<file path="src/rtl/seq_scan_pkg.sv">
// Shared types for the word-scanning sequencer around the serial 1-0-1-1-0 detector.
package seq_scan_pkg;

  typedef enum logic [2:0] {
    IDLE,
    CLR,
    SHIFT,
    DRAIN,
    REPORT
  } scan_state_t;

  localparam int PATTERN_LEN = 5;

endpackage

</file>
<file path="src/rtl/seq_word_serializer.sv">
// W-bit load/shift register that emits a word MSB-first and counts the bits sent.
module seq_word_serializer #(
  parameter int W  = 8,
  parameter int IW = $clog2(W)
) (
  input  logic          clk,
  input  logic          reset,
  input  logic          load,
  input  logic          shift,
  input  logic [W-1:0]  data,
  output logic          bit_out,
  output logic [IW-1:0] idx,
  output logic          last
);

  logic [W-1:0] shreg;

  always_ff @(posedge clk) begin
    if (reset) begin
      shreg <= '0;
      idx   <= '0;
    end else if (load) begin
      shreg <= data;
      idx   <= '0;
    end else if (shift) begin
      shreg <= {shreg[W-2:0], 1'b0};
      idx   <= idx + 1'b1;
    end
  end

  assign bit_out = shreg[W-1];
  assign last    = (idx == IW'(W-1));

endmodule

</file>
<file path="src/rtl/seq_scan_ctrl.sv">
// Feeds parallel words bit-serially into the sequence detector and reports
// how many matches each word produced and where the first one ended.
module seq_scan_ctrl
  import seq_scan_pkg::*;
#(
  parameter int W  = 8,
  parameter int CW = $clog2(W+1),
  parameter int IW = $clog2(W)
) (
  input  logic          clk,
  input  logic          reset,
  input  logic          in_valid,
  output logic          in_ready,
  input  logic [W-1:0]  in_data,
  output logic          det_stream,
  output logic          det_reset,
  input  logic          det_detected,
  output logic          out_valid,
  input  logic          out_ready,
  output logic          out_hit,
  output logic [CW-1:0] out_count,
  output logic [IW-1:0] out_first_idx
);

  scan_state_t state, next_state;

  logic          ser_bit;
  logic [IW-1:0] ser_idx;
  logic          ser_last;
  logic          ser_shift;
  logic          accept;

  logic          hit;
  logic [CW-1:0] count;
  logic [IW-1:0] first_idx;
  logic          sample_en;
  logic [IW-1:0] sample_idx;

  seq_word_serializer #(
    .W  (W),
    .IW (IW)
  ) u_serializer (
    .clk     (clk),
    .reset   (reset),
    .load    (accept),
    .shift   (ser_shift),
    .data    (in_data),
    .bit_out (ser_bit),
    .idx     (ser_idx),
    .last    (ser_last)
  );

  always_ff @(posedge clk) begin
    if (reset) begin
      state <= IDLE;
    end else begin
      state <= next_state;
    end
  end

  always_comb begin
    next_state = state;
    in_ready   = 1'b0;
    out_valid  = 1'b0;
    det_reset  = 1'b0;
    det_stream = 1'b0;
    ser_shift  = 1'b0;
    case (state)
      IDLE: begin
        in_ready = 1'b1;
        if (in_valid) begin
          next_state = CLR;
        end
      end
      CLR: begin
        det_reset  = 1'b1;
        next_state = SHIFT;
      end
      SHIFT: begin
        det_stream = ser_bit;
        ser_shift  = 1'b1;
        if (ser_last) begin
          next_state = DRAIN;
        end
      end
      DRAIN: begin
        next_state = REPORT;
      end
      REPORT: begin
        out_valid = 1'b1;
        if (out_ready) begin
          next_state = IDLE;
        end
      end
      default: begin
        next_state = IDLE;
      end
    endcase
    if (reset) begin
      next_state = IDLE;
      in_ready   = 1'b0;
      out_valid  = 1'b0;
      det_reset  = 1'b1;
      det_stream = 1'b0;
      ser_shift  = 1'b0;
    end
  end

  assign accept = in_valid && in_ready;

  // The detector output lags its input by a cycle, so each sample belongs to the previous bit.
  assign sample_en  = ((state == SHIFT) && (ser_idx != '0)) || (state == DRAIN);
  assign sample_idx = (state == DRAIN) ? IW'(W-1) : (ser_idx - 1'b1);

  always_ff @(posedge clk) begin
    if (reset || accept) begin
      hit       <= 1'b0;
      count     <= '0;
      first_idx <= '0;
    end else if (sample_en && det_detected) begin
      if (count != CW'(W)) begin
        count <= count + 1'b1;
      end
      if (!hit) begin
        hit       <= 1'b1;
        first_idx <= sample_idx;
      end
    end
  end

  assign out_hit       = out_valid && hit;
  assign out_count     = out_valid ? count : '0;
  assign out_first_idx = out_valid ? first_idx : '0;

endmodule

</file>
<file path="config.mk">
export PLATFORM = sky130hd
export DESIGN_NAME = seq_scan_ctrl
export DESIGN_NICKNAME = d
export VERILOG_FILES = /design/src/rtl/seq_scan_pkg.sv /design/src/rtl/seq_word_serializer.sv /design/src/rtl/seq_scan_ctrl.sv
export SDC_FILE = /design/constraint.sdc
export NUM_CORES = 1
export LEC_CHECK = 0
export CAP_MARGIN = 0
export CORE_ASPECT_RATIO = 1.75
export CORE_MARGIN = 2
export CORE_UTILIZATION = 53
export CTS_BUF_LIST = sky130_fd_sc_hd__clkbuf_2
export DETAILED_ROUTE_END_ITERATION = 8
export PLACE_DENSITY = 0.82
export SLEW_MARGIN = 20
export SYNTH_ARGS = -nofsm -noshare
export SYNTH_HDL_FRONTEND = slang
export SYNTH_SLANG_ARGS = --single-unit
</file>
<file path="constraint.sdc">
create_clock -name clk -period 1.6 [get_ports clk]
set_input_delay 0.32 -clock clk [delete_from_list [all_inputs] [get_ports clk]]
set_output_delay 0.32 -clock clk [all_outputs]
set_load 0.05 [all_outputs]
</file>
Word level (Yosys, flattened, before mapping)
Cells that the tools add are included.
- add/subtract/negate cells: 3
- equal/unequal tests: 9
- multiplexer cells: 19
- bitwise logic cells: 1
- reduce and logical (&&, ||, !) cells: 13
- operators with widths (cell ; number):
    8-bit two-way mux ; 2
    3-bit two-way mux ; 5
    3-bit one-hot mux with 5 select lines ; 1
    1-bit two-way mux ; 10
    3-bit by 2-bit == test with 1-bit output, second input constant ; 2
    3-bit == test, second input constant ; 2
    2-bit != test, second input constant ; 3
    4-bit by 1-bit adder with 4-bit output, second input constant ; 1
    1-bit logical AND ; 4
    4-bit two-way mux ; 1
    4-bit != test, second input constant ; 1
    2-bit AND reduction ; 2
    3-bit by 1-bit adder with 3-bit output, second input constant ; 1
    3-bit by 1-bit == test with 1-bit output, second input constant ; 1
    3-bit zero test ; 1
    3-bit AND reduction ; 1
    3-bit nonzero test ; 1
    3-bit by 1-bit subtractor with 3-bit output, second input constant ; 1
    1-bit logical OR ; 2
    2-bit nonzero test ; 1
    2-bit OR reduction ; 1
    1-bit inverter ; 1
- bits in registers: 22
- output and inout bits: 12

Logic depth before layout (Yosys ltp)
- depth after elaboration: 5
- depth in mapped cells: 6
- depth with buffers taken out: 5

Cells and area by module
From an unflattened synthesis, not the netlist that was laid out.
- cells, all modules: 128
- area, all modules: 1223.7 um^2
- modules (own cells, without submodules) (module ; times used ; cells each ; area each (um^2)):
    seq_scan_ctrl ; 1 ; 81 ; 726.9
    seq_word_serializer ; 1 ; 47 ; 496.7

Worst setup path before layout
OpenSTA, ideal clock, no wires.
- path type: register to output
- from: reg state[1]
- to: out out_count[0]
- data arrival time: 2089 ps
- data required time: 1280 ps
- setup slack: -809 ps
- stages on the path, launching flop included: 5
- path buffers: 1
- path through: dfxtp_1 > buf_4 > nor4b_4 > inv_1 > nor2_1
- longest elaborated chain between the ends: 4
- RTL lines (item ; line ; RTL):
    start, declared ; seq_scan_ctrl.sv:25 ; scan_state_t state, next_state;
    start signal, assigned ; seq_scan_ctrl.sv:57 ; state <= next_state;
    3-bit == test ; seq_scan_ctrl.sv:68 ; case (state)
    1-bit two-way mux ; seq_scan_ctrl.sv:68 ;
    1-bit two-way mux ; seq_scan_ctrl.sv:99 ; if (reset) begin
    via out_valid ; seq_scan_ctrl.sv:18 ; output logic out_valid,
    4-bit two-way mux ; seq_scan_ctrl.sv:132 ; assign out_count = out_valid ? count : '0;
    end, declared ; seq_scan_ctrl.sv:21 ; output logic [CW-1:0] out_count,
The timed path passes the listed nets, and every way through them passes these cells.

Final worst setup path
- from: reg state[0]
- to: out out_first_idx[2]
- longest elaborated chain between the ends: 4
- RTL lines (item ; line ; RTL):
    3-bit == test ; seq_scan_ctrl.sv:68 ;
    1-bit two-way mux ; seq_scan_ctrl.sv:68 ;
    1-bit two-way mux ; seq_scan_ctrl.sv:99 ;
    3-bit two-way mux ; seq_scan_ctrl.sv:133 ; assign out_first_idx = out_valid ? first_idx : '0;
    end, declared ; seq_scan_ctrl.sv:22 ; output logic [IW-1:0] out_first_idx
Every way passes these cells.

==> reports/metrics.csv <==
stage,metric,value,unit
timing,fin_crit_sh,118,%
detailed_routing,drc,0,
cts,cts-root-buf,clkbuf_2,
cells_and_area,multi_input_area,881,um2
cells_and_area,antenna_cells,0,
timing,clock.fmax,0.528,GHz
cells_and_area,final_nets,218,
status,violations,setup timing,
grt,grt_pass1_wl,5840,um
run,maxCapViolations,0,
floorplanning,dieHeight,68.7,um
critical_path,startpoint,state[0]$_SDFFE_PP0P_,
cells_and_area,final_cells,223,
yosys,avgSynthCellArea,8.56,um2
detailed_routing,wirelength,4450,um
timing,finalSetupViolations,30,
grt,grt_pass1_vias,1325,
floorplanning,initial_utilization,55.8,%
place,io_buffers,24,
yosys,synth_cell_types,38,
place,dpl.hpwl,2460,um
cts,cts_tree,yes,
timing,whs,0.490,ns
cells_and_area,drive_gt1_share,49.5,%
yosys,ys_warn_count,0,
detailed_routing,route.vias.total,1348,
cts,numCtsBuffers,3,
floorplanning,fp.dieW,41.0,um
detailed_routing,first_pass_iters,5,
cts,clk_latency,0.34,ns
critical_path,path_class,flip-flop to output pin,
timing,period_needed,1.90,ns
yosys,postSynthCellCount,148,
critical_path,crit_required,1.28,ns
yosys,ys_ff_latch,22,
critical_path,cp.arrival,1.58,ns
pwr,powerDensity,656,mW/mm2
pwr,p_leak,0.824,nW
critical_path,timing.rr.end,count[1]$_SDFFE_PP0P_,
cells_and_area,fill_cells,80,
cells_and_area,seq_area,449,um2
timing,slew_headroom,74.0,%
place,place_inst,205,
floorplanning,rows,23,
hold_path,min_path_cells,2,
cts,max-clock-path-buffers,2,
floorplanning,coreArea,0.00227,mm2
critical_path,r2r-start,state[0]$_SDFFE_PP0P_,
floorplanning,dieArea,0.00281,mm2
status,outcome,finished with violations,
cts,htreeDepth,1,
timing,finalHoldViolations,0,
timing,slew_violations,0,
hold_path,hp-start,u_serializer.shreg[3]$_SDFFE_PP0P_,
detailed_routing,vias_per_cell,6.04,
cts,path_clk_slew,0.23,ns
critical_path,startpoint_type,flip-flop,
critical_path,reg2reg_slack,-0.14,ns
cts,clkSinkCount,22,
hold_path,min_path_type,flip-flop to flip-flop,
yosys,synth_area,0.00127,mm2
cells_and_area,layout_common_cells,"23 x buf_4, 19 x nand2_1, 17 x dfxtp_1",
timing,setup_tns,-4.53,ns
yosys,synth_nets,167,
grt,grt.total_usage,30.1,%
critical_path,rr_worst_depth,7,
timing,worst_pin_slew,0.389,ns
detailed_routing,drt-initial-drc-count,54,
timing,layout_setup_ws,-0.295,ns
yosys,ys_seq_area_share,34.7,%
grt,antenna_found_initial,0,
pwr,report.power.total,1.38,mW
place,post-place-ws,-0.381,ns
grt,grt_max_degree,14,
place,place_congestion,0.781,
timing,clock-skew-final,0.00673,ns
critical_path,end_kind,output pin,
grt,overflow,0,
cells_and_area,final_common_cell,buf_4,
cells_and_area,area_growth,65.7,%
critical_path,cp-endpoint,out_first_idx[2],
critical_path,path_max_fanout,6,
floorplanning,io_pins,25,
detailed_routing,wire_per_inst,19.9,um
timing,rsz0062_at_grt,true,
detailed_routing,ant_nets,0,
pwr,vdd_ir_drop_max,0.583,mV
==> cell usage after synthesis <==
library cell	n	area (um2)
o22ai_1	1	6.26
nand2_1	20	75.1
nor4b_4	1	23.8
nand3_1	6	30.0
dfxtp_1	22	440
nand3b_4	1	20.0
a21oi_2	1	8.76
o31ai_1	1	7.51
and2_1	6	37.5
nand4_1	1	6.26
or4_1	1	7.51
buf_4	3	22.5
a31o_2	7	61.3
nor4b_2	1	15.0
ha_1	6	75.1
or3b_1	1	8.76
a21oi_1	10	50.1
inv_1	16	60.1
nor4_1	1	6.26
a31oi_1	7	43.8
and3b_1	2	17.5
a31o_1	1	8.76
nor3b_2	1	12.5
or4b_1	2	20.0
xnor2_1	2	17.5
o21ai_0	1	5.00
and4bb_2	1	12.5
nand2b_1	1	6.26
nor3_1	2	10.0
nand2_2	2	12.5
buf_2	3	15.0
clkbuf_1	3	11.3
nor4_2	1	12.5
mux2i_1	3	30.0
a211o_1	1	8.76
buf_6	1	11.3
a311oi_1	4	35.0
nor2_1	4	15.0
==> per-stage QoR <==
stage	utilization, %	area, um2
detailed placement	78.4	1780
global route	92.4	2100
finish	92.4	2100
CTS	85.6	1950
floorplan	-	1310
global placement	78.4	1780
==> registers in the layout, summed over array words and instances, names as in the netlist <==
name / flops
first_idx: 3
count: 4
hit: 1
u_serializer.idx: 3
state: 3
u_serializer.shreg: 8
==> how the worst min path moves through the flow <==
stage	endpoint	slack (ns)
after floorplan	state[2]$_SDFFE_PP0P_	0.44
after global placement	u_serializer.shreg[1]$_SDFFE_PP0P_	0.46
after detailed placement	u_serializer.shreg[3]$_SDFFE_PP0P_	0.46
after CTS	u_serializer.shreg[4]$_SDFFE_PP0P_	0.49
after global routing	u_serializer.shreg[5]$_SDFFE_PP0P_	0.50
final	u_serializer.shreg[3]$_SDFFE_PP0P_	0.49
==> logic make-up (layout without fill, tap and decap cells) <==
family                     count (synthesis)  in the layout  synth area share [%]
AOI/OAI and AO/OA                         34             34                  18.6
xor gates and xnor gates                   2              2                  1.38
adders and majority gates                  6              6                  5.92
buffers and inverters                     26             75                  9.48
DFF                                       22             22                  34.7
muxes                                      3              3                  2.37
and+or+nand+nor                           55             56                  27.5
==> critical path: stages, from the launching register on <==
cell	delay [ns]
dfxtp_4	0.42
nor4b_4	0.31
buf_4	0.21
and2_4	0.16
buf_12	0.13
==> metal layers <==
| layer | GRT usage, % | vias to the layer above | share of wire [%] |
|---|---|---|---|
| met4 | 15.4 | 0 | 3.8 |
| met5 | 0 | - | 0 |
| met1 | 30.9 | 652 | 37 |
| li1 | - | 622 | - |
| met3 | 2.56 | 20 | 3.5 |
| met2 | 55.5 | 54 | 56 |
==> power breakdown <==
group	switching (mW)	leakage [nW]	internal [mW]
combinational	0.187	0.616	0.188
sequential	0.0263	0.181	0.575
clock	0.187	0.0266	0.215
total	0.400	0.824	0.978
==> cell type report <==
cell class	count	area share, %
multi-input combinational	101	41.9
timing repair buffer	55	30.2
inverter	16	2.86
clock buffer	3	0.715
sequential	22	21.4
tap	25	1.49
clock inverter	1	1.43
==> timing repair <==
item,CTS,global route
hold buffers,0,0
resized for setup,19,25
setup buffers,8,4
gates cloned,1,1
pin swaps,10,5
endpoints found under the setup margin,17,30
Note: power is estimated with default switching activity, not from simulation.
